==> src/rtl/recur_sched_pkg.sv <==
// Shared definitions for the recurrence job scheduler: FSM encoding,
// iteration limit and default length-field width.
package recur_sched_pkg;

    localparam int MAXLEN   = 99;
    localparam int LENW_DEF = 7;

    typedef enum logic [2:0] {
        IDLE,
        CLEAR,
        RUN,
        DRAIN,
        DONE
    } state_t;

    // The datapath cannot run more than MAXLEN iterations.
    function automatic int sat_len(input int len);
        return (len > MAXLEN) ? MAXLEN : len;
    endfunction

endpackage

==> src/rtl/recur_sched_if.sv <==
// Job-request and datapath signals of the recurrence scheduler.
interface recur_sched_if
    import recur_sched_pkg::*;
#(
    parameter int W    = 32,
    parameter int LENW = LENW_DEF
);
    logic [1:0]      req;
    logic [W-1:0]    x0;
    logic [W-1:0]    x1;
    logic [LENW-1:0] len0;
    logic [LENW-1:0] len1;
    logic [1:0]      gnt;
    logic [1:0]      done;
    logic [W-1:0]    y;
    logic            busy;
    logic            dp_clr;
    logic            dp_en;
    logic [W-1:0]    dp_x;
    logic [W-1:0]    dp_y;

    // master: requesters plus the external datapath; slave: the scheduler
    modport master (
        output req, x0, x1, len0, len1, dp_y,
        input  gnt, done, y, busy, dp_clr, dp_en, dp_x
    );

    modport slave (
        input  req, x0, x1, len0, len1, dp_y,
        output gnt, done, y, busy, dp_clr, dp_en, dp_x
    );
endinterface

==> src/rtl/recur_sched_rr_arb2.sv <==
// Two-way round-robin arbiter; the pointer remembers the last accepted
// requester so that, under contention, the other one wins next.
module rr_arb2 (
    input  logic       clk,
    input  logic       rst,
    input  logic [1:0] req,
    input  logic       accept,
    output logic [1:0] gnt
);
    logic last_reg;

    always_comb begin
        gnt = req;
        if (req == 2'b11) begin
            gnt = last_reg ? 2'b01 : 2'b10;
        end
    end

    // Reset to "last was 1" so the first grant goes to requester 0.
    always_ff @(posedge clk or negedge rst) begin
        if (!rst) begin
            last_reg <= 1'b1;
        end else if (accept && (gnt != 2'b00)) begin
            last_reg <= gnt[1];
        end
    end
endmodule

==> src/rtl/recur_sched.sv <==
// Scheduler that grants one of two requesters and sequences an external
// recurrence datapath through clear, len iterations and result capture.
module recur_sched
    import recur_sched_pkg::*;
#(
    parameter int W    = 32,
    parameter int LENW = LENW_DEF
) (
    input logic          clk,
    input logic          rst,
    recur_sched_if.slave bus
);
    state_t          state_reg, state_next;
    logic [LENW-1:0] cnt_reg;
    logic [LENW-1:0] len_reg;
    logic [LENW-1:0] len_sel;
    logic [W-1:0]    x_reg;
    logic [W-1:0]    y_reg;
    logic            sel_reg;
    logic [1:0]      arb_gnt;
    logic            take;
    logic            last_iter;

    rr_arb2 u_arb (
        .clk    (clk),
        .rst    (rst),
        .req    (bus.req),
        .accept (take),
        .gnt    (arb_gnt)
    );

    assign take      = (state_reg == IDLE) && (bus.req != 2'b00);
    assign len_sel   = arb_gnt[1] ? bus.len1 : bus.len0;
    assign last_iter = (cnt_reg == len_reg - 1'b1);

    always_ff @(posedge clk or negedge rst) begin
        if (!rst) begin
            state_reg <= IDLE;
        end else begin
            state_reg <= state_next;
        end
    end

    always_comb begin
        state_next = state_reg;
        case (state_reg)
            IDLE:    if (take) state_next = CLEAR;
            CLEAR:   state_next = (len_reg == '0) ? DRAIN : RUN;
            RUN:     if (last_iter) state_next = DRAIN;
            DRAIN:   state_next = DONE;
            DONE:    state_next = IDLE;
            default: state_next = IDLE;
        endcase
    end

    // gnt is combinational in IDLE; it is also masked while reset is held.
    always_comb begin
        bus.gnt    = (take && rst) ? arb_gnt : 2'b00;
        bus.busy   = (state_reg != IDLE);
        bus.dp_clr = (state_reg == CLEAR);
        bus.dp_en  = (state_reg == RUN);
        bus.done   = 2'b00;
        if (state_reg == DONE) begin
            bus.done = sel_reg ? 2'b10 : 2'b01;
        end
    end

    always_ff @(posedge clk or negedge rst) begin
        if (!rst) begin
            x_reg   <= '0;
            len_reg <= '0;
            cnt_reg <= '0;
            y_reg   <= '0;
            sel_reg <= 1'b0;
        end else begin
            if (take) begin
                x_reg   <= arb_gnt[1] ? bus.x1 : bus.x0;
                len_reg <= LENW'(sat_len(int'(len_sel)));
                sel_reg <= arb_gnt[1];
            end
            if (state_reg == CLEAR) begin
                cnt_reg <= '0;
            end else if (state_reg == RUN) begin
                cnt_reg <= cnt_reg + 1'b1;
            end
            if (state_reg == DRAIN) begin
                y_reg <= bus.dp_y;
            end
        end
    end

    assign bus.dp_x = x_reg;
    assign bus.y    = y_reg;
endmodule
==> src/flat_wrapper.sv <==
// flat-port wrapper written by rule: the top's interface ports become plain ports
module recur_sched_flat import recur_sched_pkg::*;
#(
    parameter int W    = 32,
    parameter int LENW = LENW_DEF
)
  (clk, rst, bus_req, bus_x0, bus_x1, bus_len0, bus_len1, bus_dp_y, bus_gnt, bus_done, bus_y, bus_busy, bus_dp_clr, bus_dp_en, bus_dp_x);
  recur_sched_if #(.W(W), .LENW(LENW)) bus_i ();
  input logic clk;
  input logic rst;
  input wire logic [$bits(bus_i.req)-1:0] bus_req;
  input wire logic [$bits(bus_i.x0)-1:0] bus_x0;
  input wire logic [$bits(bus_i.x1)-1:0] bus_x1;
  input wire logic [$bits(bus_i.len0)-1:0] bus_len0;
  input wire logic [$bits(bus_i.len1)-1:0] bus_len1;
  input wire logic [$bits(bus_i.dp_y)-1:0] bus_dp_y;
  output wire logic [$bits(bus_i.gnt)-1:0] bus_gnt;
  output wire logic [$bits(bus_i.done)-1:0] bus_done;
  output wire logic [$bits(bus_i.y)-1:0] bus_y;
  output wire logic [$bits(bus_i.busy)-1:0] bus_busy;
  output wire logic [$bits(bus_i.dp_clr)-1:0] bus_dp_clr;
  output wire logic [$bits(bus_i.dp_en)-1:0] bus_dp_en;
  output wire logic [$bits(bus_i.dp_x)-1:0] bus_dp_x;
  assign bus_i.req = bus_req;
  assign bus_i.x0 = bus_x0;
  assign bus_i.x1 = bus_x1;
  assign bus_i.len0 = bus_len0;
  assign bus_i.len1 = bus_len1;
  assign bus_i.dp_y = bus_dp_y;
  assign bus_gnt = bus_i.gnt;
  assign bus_done = bus_i.done;
  assign bus_y = bus_i.y;
  assign bus_busy = bus_i.busy;
  assign bus_dp_clr = bus_i.dp_clr;
  assign bus_dp_en = bus_i.dp_en;
  assign bus_dp_x = bus_i.dp_x;
  recur_sched #(.W(W), .LENW(LENW)) u_core (.clk(clk), .rst(rst), .bus(bus_i));
endmodule
==> config.mk <==
export PLATFORM = sky130hd
export DESIGN_NAME = recur_sched_flat
export DESIGN_NICKNAME = d
export VERILOG_FILES = /design/src/rtl/recur_sched_pkg.sv /design/src/rtl/recur_sched_if.sv /design/src/rtl/recur_sched_rr_arb2.sv /design/src/rtl/recur_sched.sv /design/src/flat_wrapper.sv
export SDC_FILE = /design/constraint.sdc
export NUM_CORES = 1
export LEC_CHECK = 0
export CORE_AREA = 2 2 107 109
export CTS_CLUSTER_SIZE = 25
export DETAILED_ROUTE_END_ITERATION = 12
export DIE_AREA = 0 0 109 111
export HOLD_SLACK_MARGIN = 0.02
export PLACE_DENSITY_LB_ADDON = 0.3
export SLEW_MARGIN = 20
export SYNTH_ARGS = -nofsm -noshare
export SYNTH_HDL_FRONTEND = slang
export SYNTH_HIERARCHICAL = 1
export SYNTH_SLANG_ARGS = --single-unit
==> constraint.sdc <==
create_clock -name clk -period 1.55 [get_ports clk]
set_clock_uncertainty 0.05 [all_clocks]
set_input_delay 0.155 -clock clk [delete_from_list [all_inputs] [get_ports clk]]
set_output_delay 0.155 -clock clk [all_outputs]
set_load 0.1 [all_outputs]
### After elaboration in Yosys (flattened, before gate mapping)

Cells that the tools add are included.

* reduce and logical (&&, ||, !) cells: 10
* equal/unequal tests: 8
* $add $sub $neg: 2
* multiplexer cells: 14
* order comparisons: 1

Operator list (count)
* 32-bit two-way mux: 1
* 7-bit two-way mux: 4
* 3-bit case mux with 4 select lines: 1
* 2-bit two-way mux: 5
* 7-bit by 1-bit adder with 7-bit output, second input constant: 1
* 7-bit == test: 1
* 7-bit greater-than comparator, second input constant: 1
* 7-bit logical NOT: 1
* 7-bit by 1-bit subtractor with 7-bit output, second input constant: 1
* 3-bit by 2-bit == test with 1-bit output, second input constant: 2
* 3-bit two-way mux: 2
* 2-bit nonzero test: 3
* 2-bit by 1-bit != test with 1-bit output, second input constant: 2
* 3-bit by 1-bit == test with 1-bit output, second input constant: 1
* 3-bit == test, second input constant: 1
* 1-bit logical AND: 3
* 3-bit logical NOT: 1
* 3-bit nonzero test: 1
* 2-bit == test, second input constant: 1
* 2-bit AND reduction: 1
* 1-bit two-way mux: 1

* output and inout port bits: 71
* register bits: 83

### Logic depth before layout (Yosys ltp)

Gate-level depths: netlist of the first run.

* depth after elaboration: 5
* mapped depth: 7

### Hierarchy

The synthesis of the first run kept the hierarchy.

By module, submodules not included
* recur_sched: sequential area each 2052.0 um2, cells an instance 387, area an instance 3724.8 um2, times used 1
* rr_arb2: sequential area each 26.3 um2, cells an instance 6, area an instance 56.3 um2, times used 1

### Worst setup path before layout of the first run

No wires, ideal clock.

* path type: register to output
* start point: reg u_core.state_reg[1]
* end point: out bus_gnt[0]
* cell stages (with the launch flop): 6
* arrival: 2181 ps
* path buffers: 2
* path slack: -836 ps
* path through: dfrtp_1 or3_1 buf_2 nor2_4 buf_4 and3_1

* word-level cells in the longest chain between the ends: 4

Ends and longest elaborated chain
* start: declaration: line recur_sched.sv:13 `state_t state_reg, state_next;`
* start signal: assignment: line recur_sched.sv:40 `state_reg <= state_next;`
* 3-bit logical NOT: line recur_sched.sv:32 `assign take = (state_reg == IDLE) && (bus.req != 2'b00);`
* 1-bit logical AND: line recur_sched.sv:32
* 1-bit logical AND: line recur_sched.sv:58 `bus.gnt = (take && rst) ? arb_gnt : 2'b00;`
* 2-bit two-way mux: line recur_sched.sv:58
* end: declaration: line flat_wrapper.sv:17 `output wire logic [$bits(bus_i.gnt)-1:0] bus_gnt;`

Every way passes these cells.

### Worst setup path after layout of the first run

* start point: reg u_core.state_reg[0]
* end point: out bus_gnt[0]

Same word-level chain as after synthesis.

==> results of run 1 <==
-- stage by stage --
| stage | TNS, ns | setup slack (ns) | utilization |
|---|---|---|---|
| after CTS | -7.45 | -0.360 | 0.659 |
| final | -9.89 | -0.346 | 0.684 |
| after floorplan | -3.56 | -0.235 | - |
| after detailed placement | -8.13 | -0.254 | 0.615 |
| after global placement | -6.80 | -0.212 | 0.615 |
| after global routing | -13.39 | -0.394 | 0.684 |
-- critical path, stage by stage (launching register included) --
cell and delay [ns]:
dfrtp_1 0.42, or3_4 0.41, nor2_4 0.13, and3_4 0.21, buf_12 0.17
-- path summary, 6_finish.rpt --
path	end	startpoint	depth (start not counted)
worst max-delay path	bus_gnt[0]	u_core/state_reg[0]$_DFFE_PN0P_	4
min in group clk	u_core/bus.y[28]$_DFFE_PN0P_	bus_dp_y[28]	3
worst min-delay path	u_core/bus.dp_x[21]$_DFFE_PN0P_	rst	2
max in group asynchronous	u_core/state_reg[2]$_DFFE_PN0P_	rst	3
worst max register to register	u_core/sel_reg$_DFFE_PN0P_	u_core/state_reg[0]$_DFFE_PN0P_	6
worst min register to register	u_core/cnt_reg[6]$_DFFE_PN0N_	u_core/cnt_reg[6]$_DFFE_PN0N_	1
-- cells by family (layout without fill, tap and decap cells) --
group,count (synthesis),in the layout,synth area share
adders and majority gates,2,2,0.00662
xor gates and xnor gates,12,12,0.0278
DFF,83,83,0.550
AOI/OAI and AO/OA,62,62,0.0920
muxes,39,39,0.104
and+or+nand+nor,167,167,0.185
buffers and inverters,28,270,0.0357
-- final cells by class --
type | instances | share of cell area
inverter | 7 | 0.00561
tap | 143 | 0.0236
clock inverter | 7 | 0.0153
multi-input combinational | 282 | 0.220
sequential | 83 | 0.274
timing repair buffer | 247 | 0.432
clock buffer | 9 | 0.0297
-- cell usage in the layout, fill, tap and decap left out, types with 4 or more instances in the layout --
master           instances
a21oi_1                 38
buf_12                  79
buf_4                   40
buf_6                    7
clkbuf_16               15
clkdlybuf4s50_1        112
dfrtp_1                 81
mux2i_1                 38
nand2_1                102
nor2_1                  37
nor2_4                   4
o21ai_0                  5
o21ai_1                  7
xnor2_1                 10
-- metal layers --
metal,track usage,wire [um],up-vias
met5,0,0,-
li1,-,-,1794
met2,0.358,6710,103
met4,0.0744,219,0
met3,0.0541,592,16
met1,0.223,4630,1797
-- repair_timing --
item | CTS | global route
hold buffers | 1 | 0
pin swaps | 10 | 7
resized for setup | 17 | 19
setup buffers | 11 | 9
setup endpoints to repair | 48 | 57
gates cloned | 0 | 6
hold endpoints to repair | 82 | 0
==> flow_summary.toml, run 1 <==
[outcome]
status = "finished with violations"
failed_checks = "negative setup slack"

[timing]
hold_viol = 0
finalCriticalPeriod_ns = 1.90
setup_ws_ns = -0.346
finalCritPeriodShare = 1.22
setup-violations-final = 55
fin_hold_ws_ns = 0.0984
finalMaxSlewViolations = 0
max_freq_ghz = 0.528
worst_pin_slew_ns = 0.465
max-slew-margin-rel = 0.690
rsz0062_at_grt = "true"

[critical_path]
rrSetupSlack_ns = -0.26
startpoint_type = "register"
crit_required_ns = 1.34
arrival_ns = 1.69
end_kind = "output port"
critical_path_class = "register to output port"
cp_max_fo = 4

[clock_network]
clk_pin_slew_ns = 0.06
clk_path_buf_depth = 2
cts_buffers = 9
htreeDepth = 3
cts_root_buf = "clkbuf_16"
clock_latency_ns = 0.34
cts_tree = "done"
numClockSinks = 83

[synth]
syn-cell-area_um2 = 3780
avgSynthCellArea_um2 = 9.62
yosys_warnings = 6
synth_seq_area_share = 0.550
yosys-top-cells-count = "nand2_1 (102), dfrtp_1 (82), nor2_1 (40)"
syn_nets = 509
synthTopCellsByArea = "dfrtp_1 (54%), nand2_1 (10%), mux2i_1 (10%)"
synthFlopType = "dfrtp_1"
synth_seq_cells = 83
synthMostInstantiatedCell = "nand2_1"
syn_inst = 393
synth_top_cell_area_share = 0.543
synth_edf_count = 0
synth_cell_types = 40
synth_top_area_cell = "dfrtp_1"
async_flop_share = 1.00

[placement]
place_inst = 738
gp_congestion = 0.801
postPlaceCellArea_um2 = 6820
hpwl_um = 8480
io_buffers = 184

[drt]
post-route-drc-count = 0
postRouteAntennaNets = 0
wl_um = 12200
vias = 3710
drtIter0Drc = 150
via_per_inst = 4.77
first_pass_iters = 4
detail_route.wl_per_cell_um = 15.6

[die]
rows = 39
die_area_um2 = 12100
initial_core_util = 0.341
die_h_um = 111
core_area_um2 = 11100
die_w_um = 109
io_pins = 185

[global_routing]
grt_pass1_wl_um = 18900
grt_pass1_vias = 3886
antenna_found_initial = 0
grt_usage = 0.200
grt_max_degree = 83
gr-total-overflow = 0

[cells_and_area]
final_area_um2 = 7580
syn2layout_area_growth_pct = 100
seq_area_um2 = 2080
drive_gt1_frac = 0.276
finalNetCount = 746
antenna_cells = 0
multi_input_area_um2 = 1670
stdcell_count = 778
n_fill_cell = 809

[hold_path]
hp-class = "input port to asynchronous set/reset pin"

[job]
maxCapViolCount = 0
Power of run 1 is not shown: default switching activity piles up to over one toggle a cycle in this logic, so the estimate is an artifact.
==> run 2, diff against run 1 <==
DONT_BUFFER_PORTS = 1   (was unset)
==> run 2 against run 1 <==
Compared with the run above: the run ends with negative hold slack, negative setup slack left; routed wire length rose by 13%; sequential share of layout area up 2.9 points; utilization fell by 6.5 points; die area stayed put; first-iteration DRC count grew 28%; cell area fell by 9.5%; maximum frequency increased by 1.7%; clock-buffer cell count increased by 3; via count up 3.5%; sequential cell count unchanged; global-route usage is 3.4 points higher; register-to-register slack got worse by 0.03 ns; highest routed layer unchanged.
==> flow_summary.toml, run 2 (synthesized netlist as in run 1, its figures left out) <==
[global_routing]
grt_usage = 0.234
antenna_found_initial = 1
grt_pass1_wl_um = 21700
grt_pass1_vias = 4114
gr-total-overflow = 0
grt_max_degree = 86

[drt]
via_per_inst = 5.02
vias = 3840
postRouteAntennaNets = 0
wl_um = 13800
post-route-drc-count = 0
first_pass_iters = 4
drtIter0Drc = 192
detail_route.wl_per_cell_um = 18.0

[timing]
hold_viol = 83
finalCriticalPeriod_ns = 1.86
rsz0062_at_grt = "true"
setup_ws_ns = -0.314
setup-violations-final = 56
finalMaxSlewViolations = 0
max_freq_ghz = 0.537
fin_hold_ws_ns = -0.542
finalCritPeriodShare = 1.20
worst_pin_slew_ns = 0.382
max-slew-margin-rel = 0.745

[cells_and_area]
final_common_cell = "nand2_1"
layout_common_cells = "nand2_1 (100), dlygate4sd3_1 (99), buf_4 (97), dfrtp_1 (82), mux2i_1 (38)"
syn2layout_area_growth_pct = 81.5
stdcell_count = 765
drive_gt1_frac = 0.345
finalNetCount = 732

[outcome]
failed_checks = "negative hold slack, negative setup slack"
status = "finished with violations"

[critical_path]
crit_required_ns = 1.34
startpoint_type = "register"
critical_path_class = "register to output port"
cp_max_fo = 4
arrival_ns = 1.66
end_kind = "output port"

[die]
initial_core_util = 0.341
die_area_um2 = 12100
die_w_um = 109
core_area_um2 = 11100
die_h_um = 111
rows = 39
io_pins = 185

[job]
maxCapViolCount = 0

[placement]
io_buffers = 0
place_inst = 612
gp_congestion = 0.804
hpwl_um = 6770

[clock_network]
cts_root_buf = "clkbuf_16"
cts_tree = "done"
clk_path_buf_depth = 2
clock_latency_ns = 0.34
cts_buffers = 9
numClockSinks = 83
clk_pin_slew_ns = 0.07
htreeDepth = 3

[hold_path]
hp-class = "input port to asynchronous set/reset pin"
-- run 2: changes by cell type in the layout (fill, tap and decap cells not counted), sizes merged --
cell	previous run	this run
bufinv	3	1
buf	128	134
clkdlybuf4s50	112	0
clkinv	4	2
clkinvlp	2	3
clkbuf	15	12
diode	0	1
dlygate4sd3	1	99
-- run 2: what timing repair did --
action	4_1_cts	5_1_grt
setup endpoints to repair	49	56
pin swaps	18	8
endpoints found under the hold margin	150	84
resized for setup	90	14
hold buffers	98	1
gates cloned	10	0
buffers inserted	29	6
-- run 2: critical path: stages, from the launching register on --
cell and delay [ns]:
dfrtp_1 0.39, or3_4 0.42, nor2_4 0.14, and3_4 0.21, buf_12 0.17
-- run 2: final timing paths --
path                                                       from                                 to  slack, ns  depth (start not counted)
worst max-delay path            u_core/state_reg[1]$_DFFE_PN0P_                         bus_gnt[0]      -0.31                          4
worst min-delay path                                        rst    u_core/bus.dp_x[25]$_DFFE_PN0P_      -0.54                          0
worst max register to register    u_core/len_reg[0]$_DFFE_PN0P_    u_core/state_reg[0]$_DFFE_PN0P_      -0.29                          7
worst min register to register     u_core/bus.y[30]$_DFFE_PN0P_       u_core/bus.y[30]$_DFFE_PN0P_       0.43                          2
max in group asynchronous                                   rst  u_core/u_arb/last_reg$_DFFE_PN1P_       1.74                          0
min in group clk                                     bus_x1[30]    u_core/bus.dp_x[30]$_DFFE_PN0P_       0.03                          2
-- run 2: metal layers --
metal / vias to the layer above / track usage / routed length (um)
met5: - / 0 / 0
met4: 0 / 0.108 / 445
met3: 41 / 0.0429 / 641
met2: 139 / 0.407 / 7380
met1: 1897 / 0.276 / 5290
li1: 1763 / - / -
-- run 2: metrics by stage --
step           hold slack [ns]  instance area, um2  worst slack, ns  setup TNS (ns)  utilization
2_1_floorplan           -0.191                3850           -0.235           -3.56            -
3_3_place_gp            -0.189                4730           -0.203           -1.29        0.427
3_5_place_dp            -0.188                4730           -0.218           -2.70        0.427
4_1_cts                 -0.547                6810           -0.342           -9.86        0.615
5_1_grt                 -0.559                6860           -0.371          -14.74        0.620
6_report                -0.542                6860           -0.314          -11.06        0.620
-- run 2: final cells by class --
type	count	area (um2)
inverter	7	42.5
multi-input combinational	282	1850
sequential	83	2080
fill	825	4210
clock inverter	4	50.0
antenna	1	2.50
timing repair buffer	233	2410
clock buffer	12	246
tap	143	179
Power of run 2 is left out for the same reason.
